## config.mk

```make
export PLATFORM = sky130hd
export DESIGN_NAME = digit_serial_addsub
export DESIGN_NICKNAME = d
export VERILOG_FILES = /design/src/rtl/adder_pkg.sv /design/src/rtl/addsub_digit.sv /design/src/rtl/digit_serial_addsub.sv
export SDC_FILE = /design/constraint.sdc
export NUM_CORES = 1
export LEC_CHECK = 0
export ABC_AREA = 1
export BUFFER_PORTS_ARGS = -buffer_cell sky130_fd_sc_hd__clkbuf_2
export CORE_MARGIN = 2
export CORE_UTILIZATION = 59
export CTS_CLUSTER_DIAMETER = 60
export DETAILED_ROUTE_END_ITERATION = 8
export GPL_ROUTABILITY_DRIVEN = 0
export PLACE_DENSITY = 0.84
export SYNTH_ARGS = -nofsm -noshare
export SYNTH_HDL_FRONTEND = slang
export SYNTH_SLANG_ARGS = --single-unit
```

## constraint.sdc

```tcl
create_clock -name clk -period 6.6 [get_ports clk]
set_clock_uncertainty 0.05 [all_clocks]
set_input_delay 0.66 -clock clk [delete_from_list [all_inputs] [get_ports clk]]
set_output_delay 0.66 -clock clk [all_outputs]
set_load 0.02 [all_outputs]
```

## src/rtl/adder_pkg.sv

```systemverilog
// rtl/adder_pkg.sv - shared types and sizing helpers for the digit-serial adder
package adder_pkg;

  typedef enum logic [1:0] {
    IDLE = 2'd0,
    RUN  = 2'd1,
    HOLD = 2'd2
  } serial_state_t;

  function automatic int num_digits(input int n, input int d);
    return n / d;
  endfunction

  function automatic int cnt_width(input int num);
    return (num > 1) ? $clog2(num) : 1;
  endfunction

endpackage

```

## src/rtl/addsub_digit.sv

```systemverilog
// rtl/addsub_digit.sv - combinational D-bit ripple slice, reused every digit cycle
module addsub_digit #(
  parameter int D = 4
) (
  input  logic [D-1:0] a,
  input  logic [D-1:0] b,
  input  logic         cin,
  output logic [D-1:0] s,
  output logic         cout,
  output logic         c_msb
);

  logic [D:0] c;

  assign c[0] = cin;

  for (genvar i = 0; i < D; i++) begin : g_bit
    assign s[i]     = a[i] ^ b[i] ^ c[i];
    assign c[i + 1] = (a[i] & b[i]) | (c[i] & (a[i] ^ b[i]));
  end

  assign cout  = c[D];
  // carry into the top bit of the slice, needed for signed overflow on the last digit
  assign c_msb = c[D-1];

endmodule

```

## src/rtl/digit_serial_addsub.sv

```systemverilog
// rtl/digit_serial_addsub.sv - N-bit add/sub processing D bits per clock, LSB digit first
module digit_serial_addsub
  import adder_pkg::*;
#(
  parameter int N = 16,
  parameter int D = 4
) (
  input  logic         clk,
  input  logic         rst,
  input  logic         in_valid,
  output logic         in_ready,
  input  logic [N-1:0] A,
  input  logic [N-1:0] B,
  input  logic         Cin,
  input  logic         sub,
  output logic         out_valid,
  input  logic         out_ready,
  output logic [N-1:0] S,
  output logic         Cout,
  output logic         Ov
);

  localparam int NUM = num_digits(N, D);
  localparam int CW  = cnt_width(NUM);

  if (N < 2 || D < 1 || D > N || (N % D) != 0) begin : g_param_check
    $error("digit_serial_addsub: illegal N/D combination");
  end

  serial_state_t state;
  logic [CW-1:0] cnt;
  logic [N-1:0]  a_sh;
  logic [N-1:0]  b_sh;
  logic [N-1:0]  r_sh;
  logic [N-1:0]  r_next;
  logic          carry;
  logic          sub_q;
  logic [D-1:0]  d_s;
  logic          d_cout;
  logic          d_cmsb;

  addsub_digit #(.D(D)) u_digit (
    .a     (a_sh[D-1:0]),
    .b     (b_sh[D-1:0]),
    .cin   (carry),
    .s     (d_s),
    .cout  (d_cout),
    .c_msb (d_cmsb)
  );

  // New digit enters at the top, so after NUM shifts the result is LSB-aligned
  if (D == N) begin : g_single
    assign r_next = d_s;
  end else begin : g_multi
    assign r_next = {d_s, r_sh[N-1:D]};
  end

  assign in_ready  = (state == IDLE);
  assign out_valid = (state == HOLD);

  always_ff @(posedge clk) begin
    if (rst) begin
      state <= IDLE;
      cnt   <= '0;
      a_sh  <= '0;
      b_sh  <= '0;
      r_sh  <= '0;
      carry <= 1'b0;
      sub_q <= 1'b0;
      S     <= '0;
      Cout  <= 1'b0;
      Ov    <= 1'b0;
    end else begin
      case (state)
        IDLE: begin
          if (in_valid) begin
            // subtraction as A + ~B + ~Cin, so borrow-in becomes an inverted carry-in
            a_sh  <= A;
            b_sh  <= sub ? ~B : B;
            carry <= sub ? ~Cin : Cin;
            sub_q <= sub;
            cnt   <= '0;
            state <= RUN;
          end
        end
        RUN: begin
          a_sh  <= a_sh >> D;
          b_sh  <= b_sh >> D;
          r_sh  <= r_next;
          carry <= d_cout;
          cnt   <= cnt + 1'b1;
          if (cnt == CW'(NUM - 1)) begin
            S     <= r_next;
            Cout  <= sub_q ^ d_cout;
            Ov    <= d_cout ^ d_cmsb;
            cnt   <= '0;
            state <= HOLD;
          end
        end
        HOLD: begin
          if (out_ready) state <= IDLE;
        end
        default: state <= IDLE;
      endcase
    end
  end

endmodule

```

Word level (Yosys, flattened, before mapping)
Index checks and enable logic that the tools add are counted.
Cells by class
  equal/unequal tests: 6
  muxes and demuxes: 15
  $lt $le $gt $ge: 0
  shifts and indexed selects: 0
  divide/modulo/power cells: 0
  reductions and logical operators: 6
  bitwise gates (word level): 24
  $add $sub $neg: 1
  $mul: 0
Operators with widths (count)
  one-hot mux 16 bit (2 select lines): 2
  two-way mux 16 bit: 3
  inverter 16 bit: 1
  two-way mux 2 bit: 5
  XOR 1 bit: 10
  bitwise AND 1 bit: 8
  one-hot mux 2 bit (3 select lines): 1
  AND reduction 2 bit: 3
  == test 2 bit (second input constant): 2
  inequality test 2 bit (second input constant): 2
  bitwise OR 1 bit: 4
  one-hot mux 2 bit (2 select lines): 1
  AND reduction 3 bit: 1
  adder 2 x 1 -> 2 bit (second input constant): 1
  == test 2 x 1 -> 1 bit (second input constant): 1
  logical NOT 2 bit: 1
  two-way mux 1 bit: 2
  inequality test 2 x 1 -> 1 bit (second input constant): 1
  one-hot mux 1 bit (2 select lines): 1
  nonzero test 2 bit: 1
  inverter 1 bit: 1
Word-level totals
  bits in read-only memories: 0
  bits of input ports: 38
  word-level logic and storage cells: 62
  memories: 0
  latch bits: 0
  register bits after elaboration: 72
  output and inout port bits: 20
  memory bits (writable): 0

Logic depth before layout (Yosys ltp)
  depth in word-level cells: 10
  gate-level depth with buffers: 12
  mapped depth without buffers: 12

Hierarchy
From an unflattened synthesis, not the netlist that was laid out.
Unflattened totals
  cells, all modules: 474
  area, all modules: 3158.0 µm²
By module, submodules not included
  digit_serial_addsub: seq. area each 1361.3 µm², cells an instance 462, area an instance 3047.9 µm², times used 1
  addsub_digit: seq. area each 0.0 µm², cells an instance 12, area an instance 110.1 µm², times used 1

Least setup slack after synthesis
OpenSTA, ideal clock, no wires.
  path type: reg-to-reg
  from: reg a_sh[0]
  to: reg S[15]
  library setup time: 64 ps
  arrival: 2002 ps
  cell stages (with the launch flop): 11
  required time: 6486 ps
  buffers on the path: 0
  slack: 4484 ps
  clock period less this slack: 2116 ps
  cell sequence: dfxtp_1 > fa_1 > inv_1 > fa_1 > inv_1 > fa_1 > inv_1 > fa_1 > inv_1 > nor2_1 > nor2_1
On the way
  cells in the longest elaborated chain, start to end: 8
  elaborated cells between the ends (all ways): 9
  those cells by class: bitwise: 9
Ends and longest elaborated chain
  start: declaration: RTL line digit_serial_addsub.sv:32  | logic [N-1:0] a_sh;
  start signal: assignment: RTL line digit_serial_addsub.sv:87  | a_sh <= a_sh >> D;
  XOR 1 bit: RTL line addsub_digit.sv:19  | assign c[i + 1] = (a[i] & b[i]) | (c[i] & (a[i] ^ b[i]));
  bitwise AND 1 bit: RTL line addsub_digit.sv:19
  bitwise OR 1 bit *: RTL line addsub_digit.sv:19
  bitwise AND 1 bit *: RTL line addsub_digit.sv:19
  bitwise OR 1 bit *: RTL line addsub_digit.sv:19
  bitwise AND 1 bit *: RTL line addsub_digit.sv:19
  bitwise OR 1 bit *: RTL line addsub_digit.sv:19
  XOR 1 bit *: RTL line addsub_digit.sv:18  | assign s[i] = a[i] ^ b[i] ^ c[i];
  end signal: assignment: RTL line digit_serial_addsub.sv:93  | S <= r_next;
  end: declaration: RTL line digit_serial_addsub.sv:18  | output logic [N-1:0] S,
Every way passes the cells marked *; elsewhere a longest branch is shown, timed or not.
A chain may end at the register's enable or synchronous reset.

Worst setup path in the final report
Ends and elaborated chain as after synthesis.

==> flow_summary.yaml <==
status:
  status: "completed"
critical_path:
  worst-path-stages: 10
  required_ns: 6.84
  worstPathArrival_ns: 2.51
  crit_end: "S[15]"
  rr_worst_depth: 10
  r2r_start: "a_sh[0]"
  cpPeakStageDelay_ns: 0.43
  end_kind: "register"
  cpMaxStageDelayCell: "fa_1"
  crit_start: "a_sh[0]"
  criticalPathCategory: "reg -> reg"
  r2r_slack_ns: 4.32
  r2r_end: "S[15]"
  crit_chain: "fa_1, inv_1, fa_1, inv_1, fa_1, inv_1, fa_1, inv_1, nor2_1, nor2_1"
  path_buf_inv: 4
  cp-start-kind: "register"
  cp_max_fo: 2
  critical_path.top_delay_family: "adder cells"
worst_hold_path:
  holdCritPathClass: "reg -> reg"
  holdPathStages: 2
synthesis:
  synth.most_common_cell: "nand2_1"
  ys_seq_elements: 68
  yosys.area.top_type: "dfxtp_1"
  synth_top_area_share_pct: 43.5
  synth_fp_nets: 517
  netlist_top_cells_area: "dfxtp_1 43%, nand2_1 21%, nor2_1 8.3%, inv_1 6.4%, o21ai_0 5.1%"
  ys_warn_count: 0
  syn-mean-instance-area_sq_um: 6.60
  synth_cell_type_count: 20
  ys_top_cells_by_count: "175 x nand2_1, 69 x nor2_1, 68 x dfxtp_1, 53 x inv_1, 32 x o21ai_0"
  synth_top_flop_cell: "dfxtp_1"
  yosysSeqAreaShare_pct: 43.5
  synth-edff-count: 0
  synthArstFlopShare_pct: 0
  syn_area_sq_mm: 0.00313
  syn_inst: 474
routing:
  drt_pre_antenna_iters: 4
  viasPerCell: 4.82
  postRouteWirelength_mm: 6.30
  drc: 0
  wl_per_cell_um: 10.6
  vias: 2866
  postRouteAntennaNets: 0
  drtIter0Drc: 195
cts:
  cts_hold_buf: 0
  cts_resized: 0
  insertion_delay_ns: 0.34
  numCtsBuffers: 9
  clk_path_buf_depth: 2
  clkSlewWorstSetupHoldPaths_ns: 0.08
  cts_tree: "built"
  numClockSinks: 68
  cts.htree.levels: 3
  post_cts_buffers: 0
  cts-root-buf: "clkbuf_8"
flow_run:
  maxCapViolations: 0
placed_design:
  dp_cells: 578
  post-place-ws_ns: 4.34
  place_hpwl_mm: 4.27
  port_buffers: 57
  place_area_sq_mm: 0.00339
finish:
  fillCellCount: 474
  diodes: 0
  drive_gt1_share_pct: 15.5
  syn_to_final_growth_pct: 14.4
  final_area_sq_mm: 0.00358
  fin_cells: 594
  fin_nets: 562
pwr:
  p_int_uw: 651
  clockPowerShare_pct: 37.1
  p_switching_uw: 245
  seq_power_share_pct: 49.9
  p_comb_share_pct: 13.0
  p_leak_uw: 0.00192
  power_per_cell_area_mw_per_mm2: 250
  p_sw_share_pct: 27.3
  vdd_drop_max_uv: 138
sta:
  setup_violations: 0
  maxSlewViolCount: 0
  worstMarginPinSlew_ns: 0.753
  fin_ws_ns: 4.32
  clock.fmax_mhz: 439
  max-slew-margin-rel_pct: 49.7
  rsz0062_at_grt: "false"
  fin_crit_ns: 2.28
  setup_tns_ns: 0
  hold_viol: 0
  min_period_over_period_pct: 34.5
  whs_ns: 0.417
grt:
  gr-total-overflow: 0
  use_met3_pct: 7.76
  antenna_found_initial: 0
  grtUsageTotal_pct: 23.1
  grt_first_pass_wirelength_mm: 11.0
  grt_start_max_net_pins: 48
  met2_usage_pct: 42.6
  grt_pass1_vias: 2696
  top_usage_layer: "met2"
  use_met1_pct: 25.0
floorplanning:
  ios: 58
  die_area_sq_mm: 0.00590
  start_util_pct: 61.3
  fp.dieH_um: 76.8
  die-width_um: 76.8
  fp-row-count: 26
  coreArea_sq_mm: 0.00511
==> state kept, by name, indices dropped and copies added (netlist names) <==
| name | count |
|---|---|
| sub_q | 1 |
| a_sh | 16 |
| cnt | 2 |
| state | 2 |
| carry | 1 |
| b_sh | 16 |
| r_sh | 12 |
| Ov | 1 |
| Cout | 1 |
| S | 16 |
==> layout make-up <==
class	count	area, sq um	area share, %
multi-input combinational	325	1430	39.9
sequential	68	1360	38.0
timing repair buffer	59	300	8.39
inverter	56	210	5.87
clock buffer	10	128	3.56
tap	70	87.6	2.45
clock inverter	6	65.1	1.82
==> worst min-delay path by stage <==
stage               startpoint       end  slack (ns)
floorplan               cnt[1]    cnt[1]        0.39
global placement         S[11]     S[11]        0.40
detailed placement    b_sh[15]  b_sh[15]        0.41
CTS                   b_sh[15]  b_sh[15]        0.42
global route          a_sh[12]  a_sh[12]        0.43
finish                    S[8]      S[8]        0.42
==> kinds of logic (layout without fill, tap and decap cells) <==
family	Yosys count	after routing	synth area share, %
AO/OA/AOI/OAI	55	55	8.79
buffers and inverters	81	131	11.0
XOR/XNOR	5	5	1.40
flip-flops	68	68	43.5
AND/OR/NAND/NOR	260	260	32.4
adder cells (fa/ha/maj)	5	5	2.96
==> per-layer routing <==
layer / routed length, um / share of wire, %
met1: 2690 / 43
met2: 3170 / 50
met3: 354 / 5.6
met4: 85 / 1.3
met5: 0 / 0
==> per-stage QoR <==
step	utilization [%]	power, uW
2_1_floorplan	-	544
3_3_place_gp	66.3	568
3_5_place_dp	66.3	573
4_1_cts	70.1	903
5_1_grt	70.1	945
6_report	70.1	896
==> power groups by stage <==
stage | Sequential, uW | Clock [uW] | Combinational [uW]
finish | 447 | 332 | 116
global route | 450 | 359 | 135
CTS | 447 | 339 | 117
detailed placement | 456 | 0 | 117
global placement | 455 | 0 | 112
floorplan | 453 | 0 | 90.7
==> cell usage in the layout (no fill, tap or decap) <==
cell        synthesis  final
nand2_1           175    175
nor2_1             69     69
dfxtp_1            68     68
clkbuf_2            0     57
inv_1              53     53
o21ai_0            32     32
a21oi_1            22     22
nand3_1            13     13
clkbuf_8            0      9
xor2_1              4      4
fa_1                4      4
inv_2               3      3
clkinv_2            0      2
clkinv_4            0      2
buf_4               7      2
nand2_2             1      1
nor2_8              1      1
xnor2_1             1      1
o21ai_2             0      1
nor2_2              1      1
ha_1                1      1
clkinvlp_4          0      1
bufinv_16           0      1
clkbuf_1            5      1
==> worst register-to-register path, stage by stage (launching register included) <==
cell     delay, ns
dfxtp_1       0.34
fa_1          0.43
inv_1         0.09
fa_1          0.16
inv_1         0.05
fa_1          0.37
inv_1         0.10
fa_1          0.43
inv_1         0.07
nor2_1        0.04
nor2_1        0.10
No activity file was read; power rests on OpenSTA's default activity.
